### config.mk
export PLATFORM = sky130hd
export DESIGN_NAME = col_drain_buf
export DESIGN_NICKNAME = d
export VERILOG_FILES = /design/src/rtl/systola_out_pkg.sv /design/src/rtl/col_bank_ctrl.sv /design/src/rtl/col_drain_buf.sv
export SDC_FILE = /design/constraint.sdc
export NUM_CORES = 1
export LEC_CHECK = 0
export ABC_AREA = 1
export CELL_PAD_IN_SITES_DETAIL_PLACEMENT = 1
export CELL_PAD_IN_SITES_GLOBAL_PLACEMENT = 1
export CORE_ASPECT_RATIO = 2
export CORE_MARGIN = 8
export CORE_UTILIZATION = 30
export DETAILED_ROUTE_END_ITERATION = 12
export GPL_ROUTABILITY_DRIVEN = 0
export PLACE_DENSITY_LB_ADDON = 0.1
export SKIP_CTS_REPAIR_TIMING = 1
export SLEW_MARGIN = 20
export SYNTH_ARGS = -nofsm -noshare
export SYNTH_HDL_FRONTEND = slang
export SYNTH_SLANG_ARGS = --single-unit
### constraint.sdc
create_clock -name clk -period 5.6 [get_ports clk]
set_input_delay 0.84 -clock clk [delete_from_list [all_inputs] [get_ports clk]]
set_output_delay 0.84 -clock clk [all_outputs]
set_load 0.02 [all_outputs]
### src/rtl/systola_out_pkg.sv
// Shared types and helpers for the systolic-array column drain buffer.
package systola_out_pkg;

  typedef enum logic [1:0] {
    FREE    = 2'd0,
    FILLING = 2'd1,
    FULL    = 2'd2
  } bank_state_e;

  // Increment with wrap n-1 -> 0.
  function automatic int unsigned wrap_inc(input int unsigned ptr, input int unsigned n);
    return (ptr + 1 >= n) ? 0 : ptr + 1;
  endfunction

  function automatic int unsigned row_start(input int unsigned rows, input bit rev);
    return rev ? rows - 1 : 0;
  endfunction

  function automatic int unsigned row_end(input int unsigned rows, input bit rev);
    return rev ? 0 : rows - 1;
  endfunction

endpackage

### src/rtl/col_bank_ctrl.sv
// Bank bookkeeping: per-bank state, write/read pointers, full-bank count,
// tile_done pulse and sticky error flags.
module col_bank_ctrl
  import systola_out_pkg::*;
#(
  parameter int unsigned NBANK = 2,
  parameter int unsigned BW    = $clog2(NBANK + 1),
  parameter int unsigned PW    = (NBANK > 1) ? $clog2(NBANK) : 1
) (
  input  logic          clk,
  input  logic          rstn,
  input  logic          flush,
  input  logic          err_clr,
  input  logic          wr_en,
  input  logic          wr_complete,
  input  logic          wr_drop,
  input  logic          wr_dup,
  input  logic          rd_last,
  output logic [PW-1:0] wptr,
  output logic [PW-1:0] rptr,
  output logic          wr_full_c,
  output logic          rd_full_c,
  output logic          tile_done,
  output logic [BW-1:0] full_banks,
  output logic          overflow,
  output logic          dup_err
);

  bank_state_e   bank_q [NBANK];
  bank_state_e   bank_d [NBANK];
  logic [PW-1:0] wptr_q, wptr_d;
  logic [PW-1:0] rptr_q, rptr_d;
  logic          tile_done_q, tile_done_d;
  logic [BW-1:0] full_banks_q, full_banks_d;
  logic          overflow_q, overflow_d;
  logic          dup_err_q, dup_err_d;

  assign wr_full_c  = (bank_q[wptr_q] == FULL);
  assign rd_full_c  = (bank_q[rptr_q] == FULL);
  assign wptr       = wptr_q;
  assign rptr       = rptr_q;
  assign tile_done  = tile_done_q;
  assign full_banks = full_banks_q;
  assign overflow   = overflow_q;
  assign dup_err    = dup_err_q;

  // Completion and drain-last always target different banks, so both apply.
  always_comb begin
    bank_d       = bank_q;
    wptr_d       = wptr_q;
    rptr_d       = rptr_q;
    tile_done_d  = 1'b0;
    full_banks_d = '0;

    if (wr_en && bank_q[wptr_q] == FREE) bank_d[wptr_q] = FILLING;
    if (wr_complete) begin
      bank_d[wptr_q] = FULL;
      wptr_d         = PW'(wrap_inc(32'(wptr_q), NBANK));
    end
    if (rd_last) begin
      bank_d[rptr_q] = FREE;
      rptr_d         = PW'(wrap_inc(32'(rptr_q), NBANK));
      tile_done_d    = 1'b1;
    end

    if (flush) begin
      for (int unsigned b = 0; b < NBANK; b++) bank_d[b] = FREE;
      wptr_d      = '0;
      rptr_d      = '0;
      tile_done_d = 1'b0;
    end

    for (int unsigned b = 0; b < NBANK; b++) begin
      if (bank_d[b] == FULL) full_banks_d = full_banks_d + BW'(1);
    end

    // A new error in the err_clr cycle wins.
    overflow_d = (overflow_q && !err_clr) || (wr_drop && !flush);
    dup_err_d  = (dup_err_q  && !err_clr) || (wr_dup  && !flush);
  end

  always_ff @(posedge clk) begin
    if (!rstn) begin
      for (int unsigned b = 0; b < NBANK; b++) bank_q[b] <= FREE;
      wptr_q       <= '0;
      rptr_q       <= '0;
      tile_done_q  <= 1'b0;
      full_banks_q <= '0;
      overflow_q   <= 1'b0;
      dup_err_q    <= 1'b0;
    end else begin
      bank_q       <= bank_d;
      wptr_q       <= wptr_d;
      rptr_q       <= rptr_d;
      tile_done_q  <= tile_done_d;
      full_banks_q <= full_banks_d;
      overflow_q   <= overflow_d;
      dup_err_q    <= dup_err_d;
    end
  end

endmodule

### src/rtl/col_drain_buf.sv
// Per-column output buffer: captures one result per PE row into a multi-bank
// tile buffer and drains completed tiles over a valid/ready stream.
module col_drain_buf
  import systola_out_pkg::*;
#(
  parameter int unsigned ROWS      = 8,
  parameter int unsigned OUTWIDTH  = 32,
  parameter int unsigned NBANK     = 2,
  parameter int unsigned REV_ORDER = 0,
  parameter int unsigned RW        = (ROWS > 1) ? $clog2(ROWS) : 1,
  parameter int unsigned BW        = $clog2(NBANK + 1)
) (
  input  logic                clk,
  input  logic                rstn,
  input  logic [OUTWIDTH-1:0] in_r [0:ROWS-1],
  input  logic [ROWS-1:0]     in_v,
  input  logic                flush,
  input  logic                err_clr,
  output logic [OUTWIDTH-1:0] out_data,
  output logic [RW-1:0]       out_row,
  output logic                out_valid,
  input  logic                out_ready,
  output logic                out_last,
  output logic                tile_done,
  output logic [BW-1:0]       full_banks,
  output logic                overflow,
  output logic                dup_err
);

  localparam int unsigned   PW        = (NBANK > 1) ? $clog2(NBANK) : 1;
  localparam logic [RW-1:0] START_ROW = RW'(row_start(ROWS, REV_ORDER != 0));
  localparam logic [RW-1:0] END_ROW   = RW'(row_end(ROWS, REV_ORDER != 0));

  logic [OUTWIDTH-1:0] data_q [NBANK][ROWS];
  logic [OUTWIDTH-1:0] data_d [NBANK][ROWS];
  logic [ROWS-1:0]     mask_q [NBANK];
  logic [ROWS-1:0]     mask_d [NBANK];
  logic [RW-1:0]       rowptr_q, rowptr_d;

  logic [PW-1:0]   wptr, rptr;
  logic            wr_full_c, rd_full_c;
  logic            wr_act, wr_en, wr_drop, wr_dup, wr_complete;
  logic            fire, at_end, rd_last;
  logic [ROWS-1:0] new_mask;

  col_bank_ctrl #(
    .NBANK (NBANK),
    .BW    (BW),
    .PW    (PW)
  ) u_ctrl (
    .clk         (clk),
    .rstn        (rstn),
    .flush       (flush),
    .err_clr     (err_clr),
    .wr_en       (wr_en),
    .wr_complete (wr_complete),
    .wr_drop     (wr_drop),
    .wr_dup      (wr_dup),
    .rd_last     (rd_last),
    .wptr        (wptr),
    .rptr        (rptr),
    .wr_full_c   (wr_full_c),
    .rd_full_c   (rd_full_c),
    .tile_done   (tile_done),
    .full_banks  (full_banks),
    .overflow    (overflow),
    .dup_err     (dup_err)
  );

  // Write side: accept into the current write bank unless it is still FULL.
  assign wr_act      = (|in_v) && !flush;
  assign wr_en       = wr_act && !wr_full_c;
  assign wr_drop     = wr_act && wr_full_c;
  assign new_mask    = mask_q[wptr] | in_v;
  assign wr_dup      = wr_en && (|(mask_q[wptr] & in_v));
  assign wr_complete = wr_en && (new_mask == {ROWS{1'b1}});

  assign out_valid = rd_full_c;
  assign at_end    = (rowptr_q == END_ROW);
  assign fire      = out_valid && out_ready && !flush;
  assign rd_last   = fire && at_end;
  assign out_row   = rowptr_q;
  assign out_last  = out_valid && at_end;
  assign out_data  = out_valid ? data_q[rptr][rowptr_q] : '0;

  always_comb begin
    data_d   = data_q;
    mask_d   = mask_q;
    rowptr_d = rowptr_q;

    if (wr_en) begin
      for (int unsigned i = 0; i < ROWS; i++) begin
        if (in_v[i]) data_d[wptr][i] = in_r[i];
      end
      mask_d[wptr] = new_mask;
    end

    if (fire) begin
      if (at_end) begin
        rowptr_d     = START_ROW;
        mask_d[rptr] = '0;
      end else if (REV_ORDER != 0) begin
        rowptr_d = rowptr_q - RW'(1);
      end else begin
        rowptr_d = rowptr_q + RW'(1);
      end
    end

    if (flush) begin
      for (int unsigned b = 0; b < NBANK; b++) mask_d[b] = '0;
      rowptr_d = START_ROW;
    end
  end

  always_ff @(posedge clk) begin
    if (!rstn) begin
      for (int unsigned b = 0; b < NBANK; b++) mask_q[b] <= '0;
      rowptr_q <= START_ROW;
    end else begin
      mask_q   <= mask_d;
      rowptr_q <= rowptr_d;
    end
  end

  // Payload storage needs no reset; it is only visible behind a FULL bank.
  always_ff @(posedge clk) begin
    data_q <= data_d;
  end

endmodule
==> run_results.csv, run 1 <==
group,metric,value,unit
run_status,outcome,"finished clean",
grt,grtUsageMet2,34.7,%
route,wl_per_cell,27.6,µm
grt,grtUsageMet3,4.14,%
power,switching_share,20.8,%
yosys,ys_async_sr_fraction,0,%
critical_path,ff2ff_path_depth,11,
power,ir_worst_vdd,0.285,mV
sta,finalSetupViolations,0,
final_layout,instances_no_fill,3032,
sta,fin_crit_sh,84.7,%
yosys,synth_edf_count,512,
power,comb_power_share,5.0,%
grt,gr-max-usage-layer,"met2",
clocking,clk_pin_slew,0.07,ns
critical_path,path_cells,"inv_8 -> buf_4 -> o21ai_0 -> o221ai_1 -> o21ai_1 -> nand2_1 -> nand2_1 -> a31oi_1 -> clkdlybuf4s50_1",
sta,finalMaxSlewViolations,0,
yosys,yosysSeqAreaShare,73.8,%
die,dieHeight,396,µm
sta,hold_viol_final,0,
route,via_per_inst,5.10,
final_layout,drive_gt1_share,7.21,%
critical_path,cp_common_cell,"nand2_1",
final_layout,multi_input_area,5070,µm²
clocking,clockBufferDepth,3,
die,start_util,30.2,%
grt,met1_usage,24.0,%
die,rows,139,
final_layout,final.fill_count,7668,
final_layout,area_growth,27.8,%
critical_path,critical_path_class,"flop to output port",
critical_path,cp-end-kind,"output port",
place,hpwl,57800,µm
power,power_density,316,nW/µm²
clocking,tritoncts,"built",
yosys,syn_inst,1780,
grt,grt_usage,20.2,%
power,cellLeakagePower,9.55,nW
clocking,cts_made_buffers,51,
power,switchingPower,0.00181,W
min_path,min_path_cells,2,
route,ant_nets,0,
yosys,synth_cell_types,30,
place,port_buffers,310,
sta,tightestPinTransition,1.04,ns
min_path,holdPathEnd,"u_ctrl.overflow$_SDFF_PN0_",
critical_path,timing.reg2reg.setup_slack,2.03,ns
sta,slew_headroom,30.4,%
yosys,netlist_area,21600,µm²
clocking,clockRootBuffer,"clkbuf_16",
power,power.share.clock,43.0,%
power,p_seq_share,52.1,%
critical_path,cpPeakStageDelay,0.67,ns
clocking,clock_sinks,542,
final_layout,layout.nets,2336,
critical_path,startpoint_type,"flop",
final_layout,register_area,16000,µm²
sta,fin_crit,4.74,ns
sta,fmax,0.211,GHz
critical_path,rr_startpoint,"u_ctrl.wptr$_SDFFE_PP0N_",
min_path,min_from,"u_ctrl.overflow$_SDFF_PN0_",
sta,rsz0062_at_grt,"false",
yosys,ys_warn_count,0,
clocking,htreeDepth,2,
min_path,holdCritPathClass,"flop to flop",
yosys,synth_flop_cell,"edfxtp_1",
sta,tns,0,ns
critical_path,crit_slowest_cell,"buf_4",
place,dp.cells,2928,
yosys,avgSynthCellArea,12.2,µm²
critical_path,cp.required,4.76,ns
power,p_int,0.00692,W
critical_path,arrival,3.90,ns
clocking,clk_latency,0.60,ns
critical_path,cp_max_fo,93,
flow_run,cap_violations,0,
route,routed_wl,83700,µm
yosys,ys_seq_elements,542,
route,vias,15500,
die,dieWidth,206,µm
grt,grt_pass1_vias,16800,
die,ios,311,
grt,grt_pass1_wl,119000,µm
grt,gr-total-overflow,0,
grt,grt_antenna_before_repair,17,
sta,fin_hold_ws,0.463,ns
grt,grt_max_degree,94,
route,first_pass_iters,6,
sta,finClkSkew,0.0271,ns
die,core,71700,µm²
critical_path,r2r_end,"data_q[82]$_DFFE_PP_",
route,drt-initial-drc-count,848,
route,route.detailed.drc,0,
die,dieArea,81500,µm²
yosys,syn_nets,2051,
## flip-flops by register name (all words and copies together), names as in the netlist
| register | count |
|---|---|
| u_ctrl.overflow | 1 |
| mask_q | 16 |
| u_ctrl.tile_done | 1 |
| data_q | 512 |
| u_ctrl.bank_q | 4 |
| u_ctrl.wptr | 1 |
| out_row | 3 |
| u_ctrl.full_banks | 2 |
| u_ctrl.dup_err | 1 |
| u_ctrl.rptr | 1 |
## final cells by class
type | count | area share [%]
Multi-Input combinational cell | 1061 | 18.3
Tap cell | 916 | 4.14
Antenna cell | 9 | 0.0814
Timing Repair Buffer | 349 | 12.4
Inverter | 60 | 0.855
Clock buffer | 61 | 4.90
Clock inverter | 34 | 1.56
Sequential cell | 542 | 57.8
## cell usage in the layout (no fill, tap or decap), types with 3 or more instances in the layout
master / count
clkbuf_1: 7
bufinv_16: 10
nor2_4: 17
inv_1: 52
clkinv_1: 11
edfxtp_1: 512
dfxtp_1: 26
nand4_1: 3
dfxtp_4: 3
buf_4: 37
nand2_1: 178
clkbuf_16: 52
diode_2: 9
a31oi_1: 32
inv_2: 5
clkinv_2: 9
o21ai_0: 263
clkdlybuf4s50_1: 310
a21oi_1: 14
a211oi_1: 3
nand3_1: 11
o21ai_1: 29
nor2_1: 372
o22ai_1: 96
o221ai_1: 32
## worst max-delay path by stage
stage / start / cells past startpoint / end / slack, ns
after CTS: u_ctrl.rptr$_SDFFE_PP0N_ / 9 / out_data[23] / 0.76
after global placement: u_ctrl.rptr$_SDFFE_PP0N_ / 9 / out_data[23] / 1.48
after detailed placement: u_ctrl.rptr$_SDFFE_PP0N_ / 9 / out_data[23] / 1.43
after floorplan: flush / 7 / data_q[100]$_DFFE_PP_ / 2.31
final: u_ctrl.rptr$_SDFFE_PP0N_ / 9 / out_data[12] / 0.86
after global routing: u_ctrl.rptr$_SDFFE_PP0N_ / 9 / out_data[10] / 0.62
## layer usage
layer,vias up,wire [µm]
met5,-,81
met4,12,3880
met3,130,4710
met2,472,41400
met1,7820,33600
li1,7024,-
## Yosys cell counts (2+ instances only)
master,n,area share (%)
edfxtp_1,512,71
nor2_1,388,6.7
o21ai_0,263,6.1
nand2_1,178,3.1
o22ai_1,96,2.8
clkbuf_1,80,1.4
inv_1,56,0.97
a31oi_1,32,0.92
o221ai_1,32,1.3
dfxtp_1,30,2.8
o21ai_1,29,0.67
buf_2,22,0.51
a21oi_1,14,0.32
nand3_1,11,0.25
buf_1,8,0.14
buf_4,6,0.21
a211oi_1,3,0.10
inv_2,3,0.052
nand4_1,3,0.087
ha_1,2,0.12
nand2_2,2,0.058
or2_2,2,0.058
## cells by family after synthesis
logic type | after synthesis | share of synthesized area, %
AND/OR/NAND/NOR | 588 | 10.5
flip-flops | 542 | 73.8
AO/OA/AOI/OAI | 471 | 12.3
buffers and inverters | 177 | 3.33
adder cells (fa/ha/maj) | 2 | 0.116
## critical path: cells and delay by family, from the launching register on
kind | cells | cell delay, ns
buf+inv | 3 | 1.71
compound gates | 4 | 0.81
flops | 1 | 0.38
simple gates | 2 | 0.28
## stage by stage
stage               util [%]  instance area [µm²]  setup WS [ns]  total power [W]
floorplan                  -                21600           2.31          0.00474
global placement        36.1                25900           1.48          0.00507
detailed placement      36.1                25900           1.43          0.00508
CTS                     38.6                27600          0.765          0.00886
global route            38.6                27700          0.623          0.00899
finish                  38.6                27700          0.857          0.00873
## power groups by stage
stage               registers, W  clock network [W]  logic, W
floorplan                0.00463                  0  0.000106
global placement         0.00463                  0  0.000438
detailed placement       0.00464                  0  0.000443
CTS                      0.00455            0.00386  0.000447
global route             0.00455            0.00397  0.000468
finish                   0.00455            0.00375  0.000435
No activity file was read; power rests on OpenSTA's default activity.
==> run 2: changes to the inputs <==
clock period = 3.8 ns   (was 5.6 ns; I/O delays follow)
==> run 2 against run 1 <==
Compared with the run above: die area stayed put; sequential share of layout area is 0.96 points lower; register-to-register slack worse by 0.85 ns; first-iteration DRC count fell by 3.3%; critical endpoint is now out_data[6].
==> run_results.csv, run 2 (synthesized netlist as in run 1, its figures left out) <==
group,metric,value,unit
critical_path,cp-end-kind,"output port",
clocking,cts_made_buffers,52,
final_layout,final_cell_mix,"edfxtp_1 (512), nor2_1 (372), clkdlybuf4s50_1 (283)",
clocking,clk_pin_slew,0.07,ns
sta,tightestPinTransition,0.727,ns
final_layout,top_register,"data_q",
die,rows,139,
critical_path,startpoint_type,"flop",
critical_path,critical_path_class,"flop to output port",
power,p_total,0.0123,W
place,port_buffers,310,
die,start_util,30.2,%
min_path,holdCritPathClass,"flop to flop",
critical_path,arrival,3.08,ns
critical_path,ff2ff_path_depth,8,
clocking,clockRootBuffer,"clkbuf_16",
route,wl_per_cell,27.3,µm
clocking,clockBufferDepth,3,
grt,gr-total-overflow,0,
grt,grt_pass1_wl,117000,µm
final_layout,final_common_cell,"edfxtp_1",
clocking,htreeDepth,2,
die,dieHeight,396,µm
sta,finalMaxSlewViolations,0,
min_path,holdPathEnd,"u_ctrl.dup_err$_SDFF_PN0_",
power,cellLeakagePower,10.1,nW
route,ant_nets,0,
critical_path,cp_max_fo,39,
run_status,outcome,"finished clean",
power,ir_worst_vdd,0.322,mV
min_path,min_path_cells,2,
die,core,71700,µm²
grt,grt_antenna_before_repair,10,
power,power.share.clock,40.1,%
critical_path,crit_slowest_cell,"clkdlybuf4s50_1",
route,routed_wl,83400,µm
power,comb_power_share,5.4,%
die,dieWidth,206,µm
power,switchingPower,0.00264,W
clocking,clock_sinks,542,
critical_path,rr_startpoint,"out_row[1]$_SDFFE_PP0N_",
final_layout,register_area,16000,µm²
place,hpwl,56900,µm
sta,fmax,0.274,GHz
sta,timing.final.ws_setup,0.152,ns
die,dieArea,81500,µm²
grt,grt_max_degree,79,
critical_path,r2r_end,"mask_q[5]$_SDFF_PP0_",
final_layout,stdcell_area,28100,µm²
critical_path,cpPeakStageDelay,0.65,ns
flow_run,cap_violations,0,
sta,hold_viol_final,0,
min_path,min_from,"u_ctrl.dup_err$_SDFF_PN0_",
clocking,tritoncts,"built",
sta,finalSetupViolations,0,
place,place_area,26400,µm²
final_layout,largest_reg_flops,512,
power,p_int,0.00966,W
route,route.detailed.drc,0,
sta,fin_crit,3.65,ns
final_layout,drive_gt1_share,8.60,%
sta,slew_headroom,51.5,%
final_layout,final.fill_count,7681,
power,p_seq_share,54.4,%
grt,grt_usage,19.7,%
place,dpl_worst_slack,0.436,ns
final_layout,multi_input_area,5080,µm²
grt,grt_pass1_vias,16800,
route,vias,15500,
critical_path,path_cells,"buf_4 -> buf_16 -> buf_8 -> o21ai_0 -> o22ai_1 -> nand2_1 -> a31oi_1 -> clkdlybuf4s50_1",
route,via_per_inst,5.08,
die,ios,311,
final_layout,reg_top3,"data_q (512), mask_q (16), u_ctrl.bank_q (4)",
final_layout,area_growth,30.0,%
route,drt-initial-drc-count,820,
sta,fin_crit_sh,96.0,%
power,switching_share,21.5,%
critical_path,timing.reg2reg.setup_slack,1.18,ns
sta,finClkSkew,0.0276,ns
route,first_pass_iters,5,
power,power_density,437,nW/µm²
critical_path,cp.required,3.23,ns
final_layout,layout.nets,2369,
clocking,clk_latency,0.61,ns
[run 2: cell types whose count changed in the layout (fill, tap and decap cells not counted), sizes merged]
cell | previous run | this run
buf | 39 | 78
bufinv | 10 | 2
clkbuf | 61 | 74
clkdlybuf4s50 | 310 | 283
clkinv | 22 | 19
clkinvlp | 2 | 3
diode | 9 | 3
dlymetal6s2s | 0 | 17
inv | 60 | 61
[run 2: routing by layer]
metal | part of all wire, % | global-route usage, % | vias to the layer above
met5 | 0.091 | 0 | -
met4 | 4.2 | 8.00 | 12
met3 | 6.1 | 4.43 | 118
met2 | 50 | 33.8 | 442
met1 | 40 | 23.6 | 7887
li1 | - | - | 7082
[run 2: critical path: cells and delay by family (launching register included)]
kind                   cells  cell delay (ns)
AOI/OAI and AO/OA          3             0.57
buffers and inverters      4             1.28
DFF                        1             0.49
and+or+nand+nor            1             0.09
[run 2: final cells by class]
| class | instances | share of cell area, % |
|---|---|---|
| Clock buffer | 71 | 4.88 |
| Inverter | 60 | 0.885 |
| Timing Repair Buffer | 381 | 14.6 |
| Antenna cell | 3 | 0.0267 |
| Sequential cell | 542 | 56.8 |
| Multi-Input combinational cell | 1061 | 18.1 |
| Tap cell | 916 | 4.07 |
| Clock inverter | 25 | 0.680 |
[run 2: power groups by stage]
stage	clock network, W	registers [W]	logic, W
global placement	0	0.00682	0.000673
finish	0.00494	0.00670	0.000669
global route	0.00526	0.00671	0.000716
floorplan	0	0.00683	0.000156
detailed placement	0	0.00683	0.000680
CTS	0.00509	0.00670	0.000684
[run 2: stage by stage]
| stage | hold WS (ns) | util, % | setup TNS [ns] | instances |
|---|---|---|---|---|
| after floorplan | 0.441 | - | 0 | 1780 |
| final | 0.472 | 39.3 | 0 | 3059 |
| after global routing | 0.499 | 39.3 | -0.00162 | 3056 |
| after detailed placement | 0.465 | 36.8 | 0 | 2953 |
| after global placement | 0.454 | 36.8 | 0 | 2953 |
| after CTS | 0.473 | 39.0 | -2.76 | 3049 |
[run 2: how the worst max path moves through the flow]
stage | startpoint | end | slack (ns) | depth (start not counted)
global placement | u_ctrl.rptr$_SDFFE_PP0N_ | out_data[9] | 0.44 | 9
global route | u_ctrl.rptr$_SDFFE_PP0N_ | out_data[24] | -0.002 | 9
floorplan | flush | data_q[100]$_DFFE_PP_ | 0.78 | 7
finish | u_ctrl.rptr$_SDFFE_PP0N_ | out_data[6] | 0.15 | 8
CTS | u_ctrl.rptr$_SDFFE_PP0N_ | out_data[9] | -0.22 | 9
detailed placement | u_ctrl.rptr$_SDFFE_PP0N_ | out_data[9] | 0.44 | 9
